--- config.mk ---
export PLATFORM = sky130hd
export DESIGN_NAME = dcache_ctrl
export DESIGN_NICKNAME = d
export VERILOG_FILES = /design/src/rtl/dcache_ctrl.sv
export SDC_FILE = /design/constraint.sdc
export NUM_CORES = 1
export LEC_CHECK = 0
export CAP_MARGIN = 30
export CORE_AREA = 2 2 296 298
export CTS_CLUSTER_DIAMETER = 40
export DETAILED_ROUTE_END_ITERATION = 8
export DIE_AREA = 0 0 298 300
export GPL_TIMING_DRIVEN = 0
export PLACE_DENSITY_LB_ADDON = 0.2
export REMOVE_ABC_BUFFERS = 1
export SETUP_SLACK_MARGIN = 0.4
export SLEW_MARGIN = 20
export SYNTH_ARGS = -nofsm -noshare
export SYNTH_HDL_FRONTEND = slang
export SYNTH_SLANG_ARGS = --single-unit
--- constraint.sdc ---
create_clock -name clk -period 4.4 [get_ports clk]
set_input_delay 1.32 -clock clk [delete_from_list [all_inputs] [get_ports clk]]
set_output_delay 1.32 -clock clk [all_outputs]
set_load 0.03 [all_outputs]
--- src/rtl/dcache_ctrl.sv ---
// Data-cache controller: same-cycle hit resolution against an async-read SRAM
// array. On a miss it stalls the CPU, writes back a dirty victim, fetches the
// missing block, refills the array and then replays the held request.
module dcache_ctrl #(
  parameter int ADDR_W      = 32,
  parameter int BLOCK_BYTES = 16,
  parameter int SET_INDEX_W = 6,
  parameter int CNT_W       = 16,
  localparam int OFFSET_W   = $clog2(BLOCK_BYTES),
  localparam int TAG_W      = ADDR_W - OFFSET_W - SET_INDEX_W,
  localparam int BLK_W      = ADDR_W - OFFSET_W,
  localparam int DATA_W     = 8 * BLOCK_BYTES
) (
  input  logic                   clk,
  input  logic                   rst,
  input  logic                   cpu_ren,
  input  logic                   cpu_wen,
  input  logic [ADDR_W-1:0]      cpu_addr,
  input  logic [31:0]            cpu_wdata,
  input  logic [3:0]             cpu_bytes,
  output logic [31:0]            cpu_rdata,
  output logic                   cpu_stall,
  output logic                   sram_ren,
  output logic                   sram_wen,
  output logic                   sram_memWen,
  output logic [BLOCK_BYTES-1:0] sram_bytesAccess,
  output logic [BLK_W-1:0]       sram_blockAddr,
  output logic [DATA_W-1:0]      sram_dataIn,
  input  logic                   sram_hit,
  input  logic                   sram_dirty,
  input  logic [DATA_W-1:0]      sram_dataOut,
  input  logic [TAG_W-1:0]       victim_tag,
  output logic                   mem_req,
  output logic                   mem_we,
  output logic [BLK_W-1:0]       mem_addr,
  output logic [DATA_W-1:0]      mem_wdata,
  input  logic                   mem_ready,
  input  logic [DATA_W-1:0]      mem_rdata,
  output logic [CNT_W-1:0]       miss_cnt,
  output logic [CNT_W-1:0]       wb_cnt
);

  typedef enum logic [1:0] {IDLE, WB, FILL, REFILL} state_e;

  state_e             state_q, state_d;
  logic [BLK_W-1:0]   blk_addr_q, blk_addr_d;
  logic [TAG_W-1:0]   victim_tag_q, victim_tag_d;
  logic [DATA_W-1:0]  wb_buf_q, wb_buf_d;
  logic [DATA_W-1:0]  fill_buf_q, fill_buf_d;
  logic [CNT_W-1:0]   miss_cnt_q, miss_cnt_d;
  logic [CNT_W-1:0]   wb_cnt_q, wb_cnt_d;

  // Request decode. Byte offset of the addressed word, and its bit offset.
  logic                req, is_store, miss;
  logic [OFFSET_W-1:0] woff;
  logic [OFFSET_W+2:0] bitoff;
  logic                unused_addr_lsb;

  assign req             = cpu_ren | cpu_wen;
  assign is_store        = cpu_wen;   // ren & wen together behaves as a store
  assign miss            = req & ~sram_hit;
  assign woff            = {cpu_addr[OFFSET_W-1:2], 2'b00};
  assign bitoff          = {woff, 3'b000};
  assign unused_addr_lsb = ^cpu_addr[1:0];

  assign miss_cnt = miss_cnt_q;
  assign wb_cnt   = wb_cnt_q;

  // State and latched miss context; reset abandons any memory transaction.
  always_ff @(posedge clk or negedge rst) begin
    if (!rst) begin
      state_q      <= IDLE;
      blk_addr_q   <= '0;
      victim_tag_q <= '0;
      wb_buf_q     <= '0;
      fill_buf_q   <= '0;
      miss_cnt_q   <= '0;
      wb_cnt_q     <= '0;
    end else begin
      state_q      <= state_d;
      blk_addr_q   <= blk_addr_d;
      victim_tag_q <= victim_tag_d;
      wb_buf_q     <= wb_buf_d;
      fill_buf_q   <= fill_buf_d;
      miss_cnt_q   <= miss_cnt_d;
      wb_cnt_q     <= wb_cnt_d;
    end
  end

  // Next state: capture the miss in IDLE, then walk WB -> FILL -> REFILL.
  always_comb begin
    state_d      = state_q;
    blk_addr_d   = blk_addr_q;
    victim_tag_d = victim_tag_q;
    wb_buf_d     = wb_buf_q;
    fill_buf_d   = fill_buf_q;
    miss_cnt_d   = miss_cnt_q;
    wb_cnt_d     = wb_cnt_q;
    case (state_q)
      IDLE: begin
        if (miss) begin
          blk_addr_d   = cpu_addr[ADDR_W-1:OFFSET_W];
          wb_buf_d     = sram_dataOut;
          victim_tag_d = victim_tag;
          miss_cnt_d   = miss_cnt_q + CNT_W'(1);
          state_d      = sram_dirty ? WB : FILL;
        end
      end
      WB: begin
        if (mem_ready) begin
          wb_cnt_d = wb_cnt_q + CNT_W'(1);
          state_d  = FILL;
        end
      end
      FILL: begin
        if (mem_ready) begin
          fill_buf_d = mem_rdata;
          state_d    = REFILL;
        end
      end
      REFILL:  state_d = IDLE;
      default: state_d = IDLE;
    endcase
  end

  // Outputs: array/CPU side in IDLE, memory side in WB/FILL; all zero in reset.
  always_comb begin
    cpu_rdata        = '0;
    cpu_stall        = 1'b0;
    sram_ren         = 1'b0;
    sram_wen         = 1'b0;
    sram_memWen      = 1'b0;
    sram_bytesAccess = '0;
    sram_blockAddr   = '0;
    sram_dataIn      = '0;
    mem_req          = 1'b0;
    mem_we           = 1'b0;
    mem_addr         = '0;
    mem_wdata        = '0;
    if (rst) begin
      case (state_q)
        IDLE: begin
          sram_blockAddr = cpu_addr[ADDR_W-1:OFFSET_W];
          if (is_store) begin
            sram_wen         = 1'b1;
            sram_bytesAccess = BLOCK_BYTES'(cpu_bytes) << woff;
            sram_dataIn      = {(BLOCK_BYTES/4){cpu_wdata}};
          end else if (cpu_ren) begin
            sram_ren = 1'b1;
          end
          if (sram_hit) cpu_rdata = sram_dataOut[bitoff +: 32];
          cpu_stall = miss;
        end
        WB: begin
          sram_blockAddr = blk_addr_q;
          cpu_stall      = 1'b1;
          mem_req        = 1'b1;
          mem_we         = 1'b1;
          mem_addr       = {victim_tag_q, blk_addr_q[SET_INDEX_W-1:0]};
          mem_wdata      = wb_buf_q;
        end
        FILL: begin
          sram_blockAddr = blk_addr_q;
          cpu_stall      = 1'b1;
          mem_req        = 1'b1;
          mem_addr       = blk_addr_q;
        end
        REFILL: begin
          sram_blockAddr = blk_addr_q;
          sram_memWen    = 1'b1;
          sram_dataIn    = fill_buf_q;
          cpu_stall      = 1'b1;
        end
        default: ;
      endcase
    end
  end

endmodule

==> flow_summary.yaml <==
run_status:
  status: "finished, final reports clean"
power_and_ir_drop:
  finalPower_mw: 19.5
  power.density_mw_per_mm2: 663
  leakagePower_nw: 14.5
  irDropWorstVdd_mv: 0.381
timing:
  fin_skew_ns: 0.0184
  relSlewSlack_pct: 59.4
  setup_viol: 0
  fin_crit_sh_pct: 90.5
  slew_viol_final: 0
  tightest_slew_ns: 0.609
  period_minus_slack_ns: 3.98
  max_freq_mhz: 251
  grt_setup_unrepaired: "true"
  finalHoldViolations: 0
setup_path:
  ff2ff_path_depth: 13
  r2r_slack_ns: 1.45
  critPathKind: "in2out"
  cp-end-kind: "output port"
  crit_start: "rst"
  crit_fanout: 24
  r2r-start: "state_q[1]"
  endpoint: "sram_dataIn[18]"
  cp-start-kind: "input pin"
  reg2reg_to: "wb_buf_q[92]"
  required_ns: 3.08
  arrival_ns: 2.66
cts:
  cts_root_buf: "clkbuf_16"
  cts_buffer_depth: 3
  hold_buffers: 0
  cts_tree: "built"
  cts_made_buffers: 81
  clkTransAtPathRegs_ns: 0.05
  h-tree-depth: 3
  clk_latency_ns: 0.61
  cts.sinks: 340
placed_design:
  dpl.hpwl_microns: 53400
  port_buffers: 748
  gp_congestion: 0.927
layout:
  num-fill-cells: 9000
  synthToLayoutAreaGrowth_pct: 70.6
  final_common_cell: "nand2_1"
  utilization_pct: 34.2
  most-common-layout-cells: "nand2_1 (698), clkdlybuf4s50_1 (386), dfrtp_1 (338), and3_1 (135), mux2_2 (129)"
  drive_above_1_share_pct: 26.6
  num-nets-final: 2997
worst_hold_path:
  hold_class: "reg2reg"
  hold_depth: 2
grt:
  grt-ovfl-total: 0
  grt_pass1_vias: 18027
  antenna_found_initial: 11
  grt_pass1_wl_microns: 120000
  gr-usage-all-layers_pct: 17.7
  grt_max_degree: 62
synthesis:
  avgSynthCellArea_sq_um: 9.22
  synth-seq-cells: 340
  synth_edf_count: 0
  synth_cells: 1872
  ys_warn_count: 0
  yosys.area.top_type: "dfrtp_1"
  ys.flop_type: "dfrtp_1"
  synth_top_cells_by_area: "dfrtp_1 (49%), nand2_1 (16%), mux2_2 (8.4%)"
  synth-async-reset-ratio_pct: 100
  ys_types: 38
  synth.top_cell.area_share_pct: 49.3
  synth_area_sq_mm: 0.0173
  seq_area_frac_synth_pct: 49.3
floorplan:
  die_w_microns: 298
  dieArea_sq_mm: 0.0894
  core-area_sq_mm: 0.0862
  die-height_microns: 300
  num_rows: 108
  io_pins: 751
  initial_utilization_pct: 20.0
job:
  drv_cap: 0
detailed_routing:
  drt_iter0_drc: 854
  vias: 16915
  drt-wirelength-per-cell_microns: 21.1
  drc: 0
  vias_per_cell: 4.38
  routed_wl_microns: 81500
  antenna_left: 0
  firstDrtPassIters: 5
final cells by class:
type / instances / area [sq um] / area share (%)
inverters: 6 / 32.5 / 0.110
multi-input cells: 1388 / 8420 / 28.6
clock inverters: 40 / 729 / 2.48
repair buffers: 819 / 7940 / 27.0
well taps: 1155 / 1450 / 4.91
clock buffers: 109 / 2350 / 7.97
flip-flops and latches: 340 / 8510 / 28.9
diodes: 8 / 20.0 / 0.0680
cells by family after synthesis:
kind of cell / Yosys count / share of synthesized area, %
AOI/OAI and AO/OA: 153 / 4.79
DFF: 340 / 49.3
buffers and inverters: 147 / 3.77
xor gates and xnor gates: 30 / 1.52
adders and majority gates: 8 / 0.580
muxes: 192 / 14.4
and+or+nand+nor: 1002 / 25.7
sequential cells by signal, indices dropped and copies added, names as in the netlist:
| name | count |
|---|---|
| state_q | 2 |
| victim_tag_q | 22 |
| wb_cnt | 16 |
| wb_buf_q | 128 |
| blk_addr_q | 28 |
| fill_buf_q | 128 |
| miss_cnt | 16 |
per-layer routing:
metal  wire length (microns)  part of all wire, %  global-route usage, %
met1                   32200                   39                   20.5
met2                   40100                   49                   30.5
met3                    7010                  8.6                   6.22
met4                    2250                  2.8                   5.62
met5                      13                0.016                      0
synth_stat cells, types with 2 or more instances:
cell and count:
nand2_1 714, dfrtp_1 340, and3_1 136, mux2_2 129, a21oi_1 128, clkbuf_1 83, nor2b_1 60, buf_2 42
mux4_2 32, mux2i_1 31, nor2_1 31, and2_1 27, a22oi_1 22, xnor2_1 21, buf_4 10, nand4_1 10
xor2_1 9, ha_1 8, nand3_1 7, inv_1 6, buf_1 4, nor3_1 3, and4_1 2, nor2_2 2
nor3b_1 2
worst min-delay path by stage:
| stage | startpoint | endpoint | slack, ns |
|---|---|---|---|
| final | wb_buf_q[118] | wb_buf_q[118] | 0.47 |
| after global routing | wb_buf_q[112] | wb_buf_q[112] | 0.48 |
| after CTS | wb_buf_q[112] | wb_buf_q[112] | 0.47 |
| after detailed placement | wb_buf_q[100] | wb_buf_q[100] | 0.46 |
| after global placement | wb_buf_q[127] | wb_buf_q[127] | 0.45 |
| after floorplan | wb_buf_q[0] | wb_buf_q[0] | 0.44 |
through the flow:
step | TNS (ns) | setup slack (ns) | cells | cell area (sq um) | hold WS (ns)
after floorplan | -790.77 | -3.89 | 1731 | 16600 | 0.439
after global placement | - | -30.07 | 3634 | 25600 | 0.453
after detailed placement | -350.10 | -1.69 | 3660 | 26300 | 0.455
after CTS | 0 | 0.235 | 3853 | 29700 | 0.466
after global routing | 0 | 0.376 | 3863 | 29400 | 0.478
final | 0 | 0.416 | 3865 | 29400 | 0.465
critical path, cell delays in order:
cell,delay (ns)
buf_16,0.14
buf_16,0.16
buf_16,0.17
nand2b_4,0.14
bufbuf_16,0.35
a21oi_1,0.14
buf_2,0.22
timing repair:
item	CTS	global route
gates resized for setup	1016	353
setup buffers	23	4
cloned	21	0
endpoints found under the setup margin	366	280
pin swaps	9	5
power by group:
group / total, mW / internal [mW] / leakage [nW] / switching [mW]
Sequential: 5.31 / 4.54 / 4.20 / 0.774
Clock: 6.81 / 4.83 / 1.51 / 1.98
Combinational: 7.40 / 3.04 / 8.75 / 4.36
Power figures use the tool's default switching activity.
